[config.mk]
export PLATFORM = sky130hd
export DESIGN_NAME = backprop_sequencer
export DESIGN_NICKNAME = d
export VERILOG_FILES = /design/src/rtl/backprop_sequencer.sv
export SDC_FILE = /design/constraint.sdc
export NUM_CORES = 1
export LEC_CHECK = 0
export CORE_ASPECT_RATIO = 2
export CORE_MARGIN = 2
export CORE_UTILIZATION = 38
export CTS_BUF_LIST = sky130_fd_sc_hd__clkbuf_8
export DETAILED_ROUTE_END_ITERATION = 6
export HOLD_SLACK_MARGIN = 0.15
export PLACE_DENSITY = 0.75
export SETUP_SLACK_MARGIN = 0.02
export SLEW_MARGIN = 30
export SYNTH_ARGS = -nofsm -noshare
export SYNTH_HDL_FRONTEND = slang
export SYNTH_SLANG_ARGS = --single-unit
[constraint.sdc]
create_clock -name clk -period 2.2 [get_ports clk]
set_clock_uncertainty 0.05 [all_clocks]
set_input_delay 0.44 -clock clk [delete_from_list [all_inputs] [get_ports clk]]
set_output_delay 0.44 -clock clk [all_outputs]
set_load 0.005 [all_outputs]
[src/rtl/backprop_sequencer.sv]
// Control sequencer for one backprop_stack: clears the stack, loads it, then walks layers
// last-to-first issuing dy/dy_old and handing each dc_dw index downstream. Optional macro BACKPROP_SEQ_PERF_EN.
module backprop_sequencer #(
    parameter int max_layer_size = 4,
    parameter int index_width    = 33,
    parameter int count_width    = 8
) (
    input  logic                   clk,
    input  logic                   reset,
    input  logic                   start,
    input  logic [count_width-1:0] num_layers,
    input  logic                   abort,
    input  logic                   dc_dw_ready,
    output logic                   stack_clr,
    output logic                   copy,
    output logic                   cal_dy_dy_old,
    output logic [index_width-1:0] current_layer_index,
    output logic [index_width-1:0] dc_dw_layer_index,
    output logic                   dc_dw_valid,
    output logic                   busy,
    output logic                   done,
    output logic                   err
`ifdef BACKPROP_SEQ_PERF_EN
    ,
    output logic [15:0]            stall_cycles
`endif
);

    typedef enum logic [2:0] {IDLE, CLEAR, LOAD, CALC, EMIT, DONE} state_t;

    state_t                 state, state_next;
    logic [count_width-1:0] layer, layer_next;
    logic                   legal;
    logic                   err_next;

    function automatic logic [index_width-1:0] zext(input logic [count_width-1:0] v);
        return index_width'(v);
    endfunction

    function automatic logic [15:0] sat_inc(input logic [15:0] v);
        return (v == 16'hFFFF) ? v : v + 16'd1;
    endfunction

    always_comb begin
        state_next = state;
        layer_next = layer;
        err_next   = 1'b0;
        legal      = (num_layers != '0) && (num_layers <= count_width'(max_layer_size));
        case (state)
            IDLE: begin
                if (start && !abort) begin
                    if (legal) begin
                        state_next = CLEAR;
                        layer_next = num_layers - count_width'(1);
                    end else begin
                        err_next = 1'b1;
                    end
                end
            end
            CLEAR: state_next = LOAD;
            LOAD:  state_next = CALC;
            CALC:  state_next = EMIT;
            EMIT: begin
                if (dc_dw_ready) begin
                    if (layer == '0) begin
                        state_next = DONE;
                    end else begin
                        layer_next = layer - count_width'(1);
                        state_next = CALC;
                    end
                end
            end
            DONE:    state_next = IDLE;
            default: state_next = IDLE;
        endcase
        // abort outranks everything outside IDLE, including a same-cycle handshake
        if (abort && state != IDLE) begin
            state_next = IDLE;
            layer_next = layer;
        end
    end

    // Outputs are registered decodes of the next state, so they line up with the state register
    always_ff @(posedge clk or negedge reset) begin
        if (!reset) begin
            state               <= IDLE;
            layer               <= '0;
            stack_clr           <= 1'b0;
            copy                <= 1'b0;
            cal_dy_dy_old       <= 1'b0;
            dc_dw_valid         <= 1'b0;
            busy                <= 1'b0;
            done                <= 1'b0;
            err                 <= 1'b0;
            current_layer_index <= '0;
            dc_dw_layer_index   <= '0;
        end else begin
            state         <= state_next;
            layer         <= layer_next;
            stack_clr     <= (state_next == CLEAR);
            copy          <= (state_next == LOAD);
            cal_dy_dy_old <= (state_next == CALC);
            dc_dw_valid   <= (state_next == EMIT);
            busy          <= (state_next != IDLE);
            done          <= (state_next == DONE);
            err           <= err_next;
            if (state_next == LOAD || state_next == CALC)
                current_layer_index <= zext(layer_next);
            if (state_next == EMIT)
                dc_dw_layer_index <= zext(layer_next);
        end
    end

`ifdef BACKPROP_SEQ_PERF_EN
    always_ff @(posedge clk or negedge reset) begin
        if (!reset) begin
            stall_cycles <= '0;
        end else if (state == IDLE && state_next == CLEAR) begin
            stall_cycles <= '0;
        end else if (state == EMIT && !dc_dw_ready) begin
            stall_cycles <= sat_inc(stall_cycles);
        end
    end
`endif

endmodule

==> impl_metrics.yaml, run 1 <==
placed_design:
  dpl.hpwl_um: 4064
  dp.cells: 355
  gp_congestion: 0.9023
  pre_cts_ws_ns: -0.6334
  io_buffers: 35
timing:
  rsz0062_at_grt: "true"
  fin_crit_sh_pct: 99.56
  period_minus_slack_ns: 2.190
  finalSetupViolCount: 0
  setup_ws_ns: 0.009715
  hold_ws_ns: 0.4692
  slew_violations: 0
  timing.fmax_mhz: 456.6
  final_hold_viol_count: 0
detailed_routing:
  drt-total-wl_um: 5547
  remaining_drc_errors: 0
  vias: 1851
  routedWlPerCell_um: 14.95
  dr.pass1.iters: 4
  viasPerCell: 4.989
  antenna_left: 0
  drtIter0Drc: 29
power:
  p_leak_nw: 1.395
  switching_share_pct: 29.23
  intPower_mw: 1.243
  clkPwrFrac_pct: 27.6
  seqPwrFrac_pct: 43.0
  totalPowerFinal_mw: 1.757
  power_switching_mw: 0.5135
  pwr-share-comb_pct: 29.4
  vdd_drop_max_uv: 416.8
  power_density_nw_per_um2: 593.0
critical_path:
  worst-setup-path-type: "register to register"
  crit_path_end_kind: "register"
  arrival_ns: 2.31
  cp-start-kind: "register"
  crit_required_ns: 2.32
  critPathMaxFanout: 5
logic_synthesis:
  synthFlopType: "dfrtp_1"
  avgSynthCellArea_um2: 9.574
  synth.distinct_cells: 53
  synth_edf_count: 0
  syn_inst: 224
  yosysTopAreaCellShare_pct: 39.67
  yosys_warnings: 0
  synthArstFlopShare_pct: 100.0
  synth_top_area_cell: "dfrtp_1"
  synth-seq-cells: 34
  syn_area_um2: 2145
  ys_seq_area_share_pct: 39.67
  synth_area_leaders: "dfrtp_1, buf_4, a21oi_1"
layout:
  fin_cells: 371
  fin_util_pct: 54.66
  nets: 326
  fillCellCount: 491
  area_growth_pct: 38.16
  drive_gt1_share_pct: 28.62
  diodes: 0
floorplan:
  io_pins: 86
  die_area_um2: 6297
  die_w_um: 57.12
  core_um2: 5420
  initial_core_util_pct: 39.57
  rows: 38
  die_height_um: 110.2
clock_tree:
  cts.clk_slew.worst_paths_ns: 0.07
  clk_latency_ns: 0.29
  cts_max_level: 2
  numCtsBuffers: 5
  tritoncts: "built"
  cts_root_buf: "clkbuf_8"
  cts_num_sinks: 34
  ctsLongestPathBuffers: 2
global_route:
  grt_max_degree: 35
  antenna_found_initial: 0
  grt_pass1_wl_um: 8866
  grt_pass1_vias: 1868
  overflow: 0
  track_usage_pct: 18.51
run_status:
  outcome: "completed"
min_path:
  hp-class: "register to register"
job:
  maxCapViolations: 0
==> Yosys cell counts, types with 2 or more instances <==
master and count:
nor2b_1 3, o21bai_1 2, nand2_1 10, clkbuf_1 2, xor2_1 2, nor3b_1 2, dfrtp_1 34, xnor2_1 2
and3_1 3, o31ai_1 3, nand4_1 2, or3_1 5, nor2_1 17, or2_2 2, nor3_1 3, a21oi_1 16
inv_1 11, and2_1 2, buf_2 4, mux2_2 5, buf_4 50, a211oi_1 2, nor4_1 3, o21ai_0 4
a31oi_1 4, ha_1 3, nand3_1 2
==> power by group through the flow <==
stage	Combinational [mW]	Sequential [mW]	Clock [mW]
detailed placement	0.473	0.767	0
finish	0.516	0.755	0.486
global placement	0.463	0.766	0
CTS	0.501	0.756	0.500
floorplan	0.252	0.767	0
global route	0.567	0.767	0.528
==> routing by layer <==
layer	routed length [µm]	up-vias	global-route usage, %
li1	-	855	-
met4	262	0	11.13
met1	1775	891	17.12
met5	0	-	0
met2	3242	85	36.37
met3	267	20	2.917
==> registers in the layout (all words and copies together) (netlist names) <==
register             flops
state                    3
err                      1
layer                    8
busy                     1
copy                     1
stack_clr                1
current_layer_index      8
cal_dy_dy_old            1
done                     1
dc_dw_layer_index        8
dc_dw_valid              1
==> cells by family after synthesis <==
logic type	after synthesis	synth area share [%]
multiplexers	5	2.625
adder cells (fa/ha/maj)	3	1.750
flip-flops	34	39.67
AO/OA/AOI/OAI	45	15.64
AND/OR/NAND/NOR	64	17.27
XOR/XNOR	4	1.634
other	1	0.1749
buffers and inverters	68	21.24
==> cell type report <==
| class | count | area (µm²) | area share [%] |
|---|---|---|---|
| repair buffers | 87 | 755.7 | 25.51 |
| flip-flops and latches | 34 | 850.8 | 28.72 |
| well taps | 60 | 75.07 | 2.534 |
| clock inverters | 2 | 12.51 | 0.4223 |
| clock buffers | 6 | 82.58 | 2.787 |
| multi-input cells | 171 | 1145 | 38.64 |
| inverters | 11 | 41.29 | 1.394 |
==> worst paths after layout <==
| kind | startpoint | to | slack [ns] | cells past startpoint |
|---|---|---|---|---|
| max | layer[4]$_DFF_PN0_ | current_layer_index[7]$_DFFE_PN0P_ | 0.01 | 6 |
| min | dc_dw_layer_index[5]$_DFFE_PN0N_ | dc_dw_layer_index[5]$_DFFE_PN0N_ | 0.47 | 1 |
| max reg2reg | layer[4]$_DFF_PN0_ | current_layer_index[7]$_DFFE_PN0P_ | 0.01 | 6 |
| min reg2reg | dc_dw_layer_index[5]$_DFFE_PN0N_ | dc_dw_layer_index[5]$_DFFE_PN0N_ | 0.47 | 1 |
| max in group asynchronous | reset | layer[2]$_DFF_PN0_ | 1.28 | 2 |
| min in group asynchronous | reset | dc_dw_valid$_DFF_PN0_ | 0.50 | 2 |
==> through the flow <==
stage	setup TNS, ns	cell area, µm²
detailed placement	-12.81	2683
finish	0	2963
CTS	0	2897
floorplan	0	2328
global placement	-11.33	2683
global route	-0.05303	2963
==> cells in the final DEF, fill, tap and decap left out, types with 3 or more instances in the layout <==
| cell | n |
|---|---|
| nor4_1 | 3 |
| o21ai_0 | 4 |
| nand2_1 | 10 |
| inv_1 | 11 |
| clkdlybuf4s50_1 | 31 |
| clkbuf_8 | 6 |
| nor2_1 | 17 |
| dfrtp_1 | 34 |
| o31ai_1 | 3 |
| buf_4 | 49 |
| or3_1 | 4 |
| conb_1 | 50 |
| dlygate4sd2_1 | 4 |
| mux2_2 | 4 |
| a21oi_1 | 15 |
| a31oi_1 | 3 |
==> timing repair <==
item,CTS,global route
endpoints found under the setup margin,26,15
hold buffers,0,0
resized for setup,18,9
setup buffers,5,3
cloned,0,0
pin swaps,5,6
==> worst max-delay path, cell delays in order, from the launching register on <==
cell and delay, ns:
dfrtp_1 0.41, buf_6 0.14, or4_4 0.55, o311ai_4 0.29, a21boi_2 0.22, o311ai_2 0.14, mux2_4 0.28
Note: power is estimated with default switching activity, not from simulation.
==> run 2, diff against run 1 <==
--- a/config.mk
+++ b/config.mk
@@ -12,8 +12,8 @@
 export DETAILED_ROUTE_END_ITERATION = 6
 export HOLD_SLACK_MARGIN = 0.15
 export PLACE_DENSITY = 0.75
-export SETUP_SLACK_MARGIN = 0.02
-export SLEW_MARGIN = 30
+export SETUP_SLACK_MARGIN = 0.1
+export SLEW_MARGIN = 20
 export SYNTH_ARGS = -nofsm -noshare
 export SYNTH_HDL_FRONTEND = slang
 export SYNTH_SLANG_ARGS = --single-unit
==> run 2 against run 1 <==
Die area stayed put. Via count increased by 0.97%. Combinational power increased by 4.8%. Power up 1.4%. Count of clock-buffer cells in the layout did not move. Largest cell class unchanged. Highest routed layer unchanged. Non-clock buffer count unchanged. Sequential power hardly changed. Wire length increased by 3.8%. Sequential share of layout area decreased by 0.69 points. Fmax up 0.97%. Core utilization increased by 1.6 points. Final cell count unchanged.
==> impl_metrics.yaml, run 2 (same netlist as run 1, synthesis figures left out) <==
detailed_routing:
  viasPerCell: 5.038
  remaining_drc_errors: 0
  drtIter0Drc: 39
  dr.pass1.iters: 4
  antenna_left: 0
  routedWlPerCell_um: 15.51
  drt-total-wl_um: 5756
  vias: 1869
layout:
  nets: 326
  design_area_um2: 3049
  diodes: 0
  layout_common_cells: "conb_1, buf_4, dfrtp_1, clkdlybuf4s50_1, nor2_1"
  fin_cells: 371
  multi_input_area_um2: 1212
  fillCellCount: 481
  area_growth_pct: 42.18
  reg.largest.list: "current_layer_index x8, dc_dw_layer_index x8, layer x8"
  final_common_cell: "conb_1"
  seq_area_um2: 854.6
  drive_gt1_share_pct: 31.51
power:
  power_density_nw_per_um2: 584.1
  seqPwrFrac_pct: 42.4
  power_switching_mw: 0.5246
  intPower_mw: 1.256
  pwr-share-comb_pct: 30.4
  vdd_drop_max_uv: 421.3
  p_leak_nw: 1.404
  switching_share_pct: 29.46
  clkPwrFrac_pct: 27.2
job:
  maxCapViolations: 0
critical_path:
  crit_path_end_kind: "register"
  critPathSlowestCell: "or4_4"
  critPathTopFamily: "compound AO/OA/AOI/OAI gates"
  max_stage_delay_ns: 0.55
  worstPathCellList: "buf_6 -> or4_4 -> o311ai_4 -> a21boi_2 -> o311ai_2 -> mux2_4"
  critPathBufInv: 1
  critPathMaxFanout: 5
  worst-setup-path-type: "register to register"
  crit_required_ns: 2.32
  arrival_ns: 2.29
  cp-start-kind: "register"
floorplan:
  core_um2: 5420
  rows: 38
  die_height_um: 110.2
  initial_core_util_pct: 39.57
  io_pins: 86
  die_area_um2: 6297
  die_w_um: 57.12
global_route:
  antenna_found_initial: 0
  grt_max_degree: 35
  track_usage_pct: 18.70
  grt_pass1_wl_um: 8949
  grt_pass1_vias: 1894
  overflow: 0
timing:
  fin_tns_setup_ns: 0
  finalSetupViolCount: 0
  rsz0062_at_grt: "true"
  slew_violations: 0
  period_minus_slack_ns: 2.169
  fin_crit_sh_pct: 98.60
  final_hold_viol_count: 0
  timing.fmax_mhz: 461.0
placed_design:
  io_buffers: 35
  dp.cells: 355
  gp_congestion: 0.9023
  dpl.hpwl_um: 4064
  dpl_cell_area_um2: 2683
min_path:
  hp-class: "register to register"
clock_tree:
  cts_root_buf: "clkbuf_8"
  cts.clk_slew.worst_paths_ns: 0.07
  ctsLongestPathBuffers: 2
  cts_max_level: 2
  tritoncts: "built"
  cts_num_sinks: 34
  numCtsBuffers: 5
  clk_latency_ns: 0.29
run_status:
  outcome: "completed"
## run 2: metrics by stage
stage               power [mW]  hold slack, ns  setup WS (ns)  utilization [%]
detailed placement       1.240          0.4513        -0.6334            49.49
global route             1.886          0.4883       -0.03428            56.26
global placement         1.230          0.4471        -0.5782            49.49
finish                   1.781          0.4691        0.03076            56.26
floorplan                1.019         0.09441         0.1040                -
CTS                      1.766          0.4692        0.06473            53.92
## run 2: cell type report
class,count,area share [%]
Multi-Input combinational cell,171,39.76
Sequential cell,34,28.03
Timing Repair Buffer,87,25.28
Clock buffer,6,2.708
Tap cell,60,2.462
Inverter,11,1.354
Clock inverter,2,0.4103
## run 2: per-layer routing
layer	vias to the layer above	GRT usage, %	routed length (µm)
met5	-	0	0
li1	855	-	-
met1	914	17.20	1887
met2	81	36.21	3359
met3	19	2.917	244
met4	0	12.62	265
## run 2: worst paths after layout
path	endpoint	slack, ns	from	cells after the start
hold / removal	dc_dw_layer_index[5]$_DFFE_PN0N_	0.47	dc_dw_layer_index[5]$_DFFE_PN0N_	1
hold reg to reg	dc_dw_layer_index[5]$_DFFE_PN0N_	0.47	dc_dw_layer_index[5]$_DFFE_PN0N_	1
setup / recovery	current_layer_index[7]$_DFFE_PN0P_	0.03	layer[4]$_DFF_PN0_	6
max in group asynchronous	state[0]$_DFF_PN0_	1.25	reset	2
min in group asynchronous	dc_dw_valid$_DFF_PN0_	0.51	reset	2
setup reg to reg	current_layer_index[7]$_DFFE_PN0P_	0.03	layer[4]$_DFF_PN0_	6
## run 2: timing repair
item / CTS / global route
hold buffers: 0 / 0
pin swaps: 7 / 12
gates resized for setup: 22 / 26
buffers inserted: 6 / 3
endpoints found under the setup margin: 29 / 21
## run 2: power by group through the flow
| stage | Clock, mW | Sequential [mW] | Combinational, mW |
|---|---|---|---|
| 2_1_floorplan | 0 | 0.767 | 0.252 |
| 6_report | 0.485 | 0.755 | 0.541 |
| 4_1_cts | 0.500 | 0.756 | 0.510 |
| 3_3_place_gp | 0 | 0.766 | 0.463 |
| 5_1_grt | 0.528 | 0.767 | 0.591 |
| 3_5_place_dp | 0 | 0.767 | 0.473 |
==> run 3, diff against run 2 <==
--- a/config.mk
+++ b/config.mk
@@ -10,9 +10,10 @@
 export CORE_UTILIZATION = 38
 export CTS_BUF_LIST = sky130_fd_sc_hd__clkbuf_8
 export DETAILED_ROUTE_END_ITERATION = 6
+export GPL_TIMING_DRIVEN = 0
 export HOLD_SLACK_MARGIN = 0.15
 export PLACE_DENSITY = 0.75
-export SETUP_SLACK_MARGIN = 0.1
+export SETUP_SLACK_MARGIN = 0.15
 export SLEW_MARGIN = 20
 export SYNTH_ARGS = -nofsm -noshare
 export SYNTH_HDL_FRONTEND = slang
==> run 3 against run 2 <==
The flow now finishes with violations (negative setup slack). Hold slack worse by 0.020 ns. First-iteration DRC count grew 7.7%. Via count up 9.1%. Fmax down 1.9%. Critical path depth fell by 1. Wire length grew 11%. Flip-flop and latch count is the same. Critical endpoint is now busy$_DFF_PN0_. Largest cell class unchanged.
==> impl_metrics.yaml, run 3 (same netlist as run 1, synthesis figures left out) <==
critical_path:
  reg2reg_depth: 5
  critPathMaxFanout: 6
  arrival_ns: 2.32
  critPathBufInv: 1
  critPathTopFamily: "simple AND/OR/NAND/NOR gates"
  max_stage_delay_ns: 0.58
  crit_path_end_kind: "register"
  critPathSlowestCell: "or4_4"
  ff2ff_setup_slack_ns: -0.01
  reg2reg_from: "layer[7]$_DFF_PN0_"
  worst-setup-path-type: "register to register"
  worstPathCellList: "or4_4 -> o41ai_4 -> o32ai_4 -> buf_6 -> nand3b_1"
  cp-start-kind: "register"
  crit_required_ns: 2.30
  rr_endpoint: "busy$_DFF_PN0_"
timing:
  setup_ws_ns: -0.01085
  slew_violations: 0
  hold_ws_ns: 0.4486
  tightestPinTransition_ns: 0.5419
  fin_tns_setup_ns: -0.01085
  relSlewSlack_pct: 63.87
  period_minus_slack_ns: 2.211
  finalSetupViolCount: 1
  final_hold_viol_count: 0
  rsz0062_at_grt: "true"
  timing.fmax_mhz: 452.3
  fin_crit_sh_pct: 100.5
detailed_routing:
  drt-total-wl_um: 6404
  routedWlPerCell_um: 15.66
  antenna_left: 0
  vias: 2039
  viasPerCell: 4.985
  met2_length_um: 3577
  remaining_drc_errors: 0
  drtIter0Drc: 42
  dr.pass1.iters: 4
  dr_wl_met3_um: 397
  maxUsedRoutingLayer: "met4"
  wl_met1_um: 2009
clock_tree:
  ctsLongestPathBuffers: 2
  numCtsBuffers: 5
  cts_max_level: 2
  tritoncts: "built"
  clk_latency_ns: 0.29
  cts_root_buf: "clkbuf_8"
  cts.clk_slew.worst_paths_ns: 0.07
  cts_num_sinks: 34
layout:
  design_area_um2: 3456
  diodes: 0
  fin_util_pct: 63.76
  final_common_cell: "buf_4"
  seq_area_um2: 854.6
  fillCellCount: 452
  reg.largest.list: "current_layer_index x8, dc_dw_layer_index x8, layer x8"
  area_growth_pct: 61.14
  nets: 365
  layout_common_cells: "buf_4, conb_1, dfrtp_1, clkdlybuf4s50_1, nor2_1"
  fin_cells: 409
  multi_input_area_um2: 1299
  drive_gt1_share_pct: 44.70
power:
  vdd_drop_max_uv: 436.6
  clkPwrFrac_pct: 29.7
  intPower_mw: 1.428
  power_density_nw_per_um2: 572.6
  p_leak_nw: 1.666
  power_switching_mw: 0.5509
  pwr-share-comb_pct: 31.3
  switching_share_pct: 27.84
  seqPwrFrac_pct: 38.9
floorplan:
  initial_core_util_pct: 39.57
  die_w_um: 57.12
  die_area_um2: 6297
  io_pins: 86
  die_height_um: 110.2
  core_um2: 5420
  rows: 38
global_route:
  track_usage_pct: 18.89
  grt_max_degree: 31
  grt_pass1_wl_um: 8894
  antenna_found_initial: 0
  overflow: 0
  grt_pass1_vias: 1849
min_path:
  hp-class: "input port to async pin"
run_status:
  violations: "negative setup slack"
  outcome: "finished, violations left"
placed_design:
  io_buffers: 34
  dpl.hpwl_um: 4008
  dpl_cell_area_um2: 2786
  gp_congestion: 0.8958
  dp.cells: 368
job:
  maxCapViolations: 0
==> run 3: worst register-to-register path: stages (launching register included) <==
cell	delay, ns
dfrtp_2	0.42
or4_4	0.58
o41ai_4	0.39
o32ai_4	0.26
buf_6	0.21
nand3b_1	0.16
==> run 3: power groups by stage <==
| stage | logic, mW | registers (mW) | clock network [mW] |
|---|---|---|---|
| after global routing | 0.670 | 0.780 | 0.611 |
| after detailed placement | 0.471 | 0.771 | 0 |
| final | 0.620 | 0.770 | 0.589 |
| after CTS | 0.529 | 0.759 | 0.590 |
| after floorplan | 0.255 | 0.767 | 0 |
| after global placement | 0.463 | 0.768 | 0 |
==> run 3: cell type report <==
type	count	share of cell area, %
clock buffers	6	2.390
flip-flops and latches	34	24.73
inverters	11	1.195
well taps	60	2.172
plain buffers	57	12.64
multi-input cells	171	37.58
clock inverters	1	0.8689
repair buffers	69	18.43
==> run 3: metrics by stage <==
step / total power, mW / setup slack, ns
after floorplan: 1.022 / 0.1340
after global placement: 1.231 / -0.6864
after detailed placement: 1.242 / -0.7903
after CTS: 1.878 / 0.04807
after global routing: 2.061 / -0.02138
final: 1.979 / -0.01085
==> run 3: metal layers <==
metal,GRT usage [%],vias up
li1,-,939
met1,17.03,958
met2,34.48,103
met3,3.267,39
met4,17.28,0
met5,0,-
==> run 3: what timing repair did <==
| item | CTS | global route |
|---|---|---|
| setup endpoints to repair | 32 | 23 |
| hold buffers | 1 | 0 |
| cloned | 1 | 0 |
| resized for setup | 47 | 34 |
| pin swaps | 16 | 11 |
| setup buffers | 19 | 13 |
| hold endpoints to repair | 4 | 0 |
==> run 3: how the worst max path moves through the flow <==
stage | from | to | slack (ns) | depth (start not counted)
global placement | dc_dw_ready | current_layer_index[7]$_DFFE_PN0P_ | -0.69 | 6
finish | layer[7]$_DFF_PN0_ | busy$_DFF_PN0_ | -0.01 | 5
global route | layer[6]$_DFF_PN0_ | current_layer_index[1]$_DFFE_PN0P_ | -0.02 | 6
floorplan | layer[7]$_DFF_PN0_ | busy$_DFF_PN0_ | 0.13 | 5
detailed placement | num_layers[0] | dc_dw_layer_index[4]$_DFFE_PN0N_ | -0.79 | 8
CTS | layer[4]$_DFF_PN0_ | busy$_DFF_PN0_ | 0.05 | 5
==> edit: new RTL, settings of run 1 <==
Build with the macro `BACKPROP_SEQ_PERF_EN` defined.
--- a/src/rtl/backprop_sequencer.sv
+++ b/src/rtl/backprop_sequencer.sv
@@ -1,5 +1,7 @@
 // Control sequencer for one backprop_stack: clears the stack, loads it, then walks layers
 // last-to-first issuing dy/dy_old and handing each dc_dw index downstream. Optional macro BACKPROP_SEQ_PERF_EN.
+`define BACKPROP_SEQ_PERF_EN
+
 module backprop_sequencer #(
     parameter int max_layer_size = 4,
     parameter int index_width    = 33,
Behaviour (old outputs only; new: stall_cycles): unchanged (Yosys induction, for registers that start in step).
==> edit against run 1 <==
- wire length rose by 41%
- cell area rose by 38%
- power rose by 18%
- sequential cell count rose by 16
- synthesized area rose by 43%
- clock power rose by 6.6%
- worst setup slack improved by 0.058 ns
- via count rose by 41%
- critical path depth did not move
- critical path type is now input pin to flop
- critical endpoint is now stall_cycles[9]$_DFFE_PN0P_
- largest cell class unchanged
- largest power group unchanged
- highest routed layer unchanged
==> edit: results (changes against run 1) <==
grt:
  first_global_vias: 2538  # +36%
  grt_use_met2: 0.3633  # -0.0003892
  grt_pass1_wl_um: 12260  # +38%
setup_path:
  path_max_fanout: 14  # +9
  crit_path_end: "stall_cycles[9]$_DFFE_PN0P_"
  critPathTopFamily: "simple AND/OR/NAND/NOR gates"
  reg2reg_slack_ns: 0.09  # +0.08 ns
  arrival_ns: 2.27  # -0.04 ns
  r2r-end: "dc_dw_layer_index[5]$_DFFE_PN0P_"
  cpPeakStageDelay_ns: 0.58  # +0.03 ns
routing:
  wl_um: 7834  # +41%
  drtIter0Drc: 62  # +110%
  viasPerCell: 5.074  # +1.7%
synthesis:
  ys_top_cells_by_area: "dfrtp_1 (41%), buf_4 (13%), xor2_1 (3.1%), nor2_1 (2.7%), nand3_1 (2.3%)"
  synth_mux_area_frac: 0.04651  # +0.02026
  synth_compound_area_frac: 0.1350  # -0.02131
  synth_commonest_cells: "buf_4 (52), dfrtp_1 (50), nor2_1 (22)"
  avgSynthCellArea_um2: 9.736  # +1.7%
  synth_fa_ha_area_frac: 0.01632  # -0.001183
status:
  status: "finished, final reports clean"
placed_design:
  place_area_mm2: 0.003870  # +44%
  placed_cells: 501  # +41%
power_and_ir_drop:
  comb_power_uw: 495  # -4.1%
  pwr-share-clk: 0.250  # -0.026
clock_tree:
  clkTransAtPathRegs_ns: 0.09  # +0.02 ns
## edit: cell count changes in the layout (fill, tap and decap cells not counted), sizes merged, moves of 8 or more
cell           change
nand3             +13
dfrtp             +16
clkdlybuf4s50     +14
xor2               +9
o21ai              +8
## edit: final cells by class
type | instances | area share
flip-flops and latches | 50 | 0.3070
inverters | 15 | 0.01380
multi-input cells | 237 | 0.3885
repair buffers | 108 | 0.2416
clock buffers | 5 | 0.01687
clock inverters | 2 | 0.002760
well taps | 96 | 0.02944
## edit: what timing repair did
item	4_1_cts	5_1_grt
hold buffers	1	0
setup endpoints to repair	15	23
gates cloned	0	0
endpoints found under the hold margin	16	0
buffers inserted	2	2
pin swaps	6	9
gates resized for setup	10	12
## edit: worst reg2reg max path: stages, from the launching register on
cell and delay, ns:
dfrtp_1 0.43, inv_1 0.07, ha_1 0.21, and3b_1 0.26, a31oi_4 0.11, buf_4 0.14
buf_4 0.12, buf_4 0.12, o21ai_1 0.06, nand3_1 0.12, mux2_2 0.29
## edit: how the worst min path moves through the flow
| stage | startpoint | endpoint | cells after the start | slack [ns] |
|---|---|---|---|---|
| final | current_layer_index[3]$_DFFE_PN0P_ | current_layer_index[3]$_DFFE_PN0P_ | 1 | 0.46 |
| after global routing | abort | err$_DFF_PN0_ | 3 | 0.47 |
| after CTS | current_layer_index[7]$_DFFE_PN0P_ | current_layer_index[7]$_DFFE_PN0P_ | 1 | 0.46 |
| after detailed placement | reset | current_layer_index[3]$_DFFE_PN0P_ | 1 | 0.36 |
| after global placement | reset | dc_dw_valid$_DFF_PN0_ | 1 | 0.35 |
| after floorplan | reset | busy$_DFF_PN0_ | 0 | 0.09 |
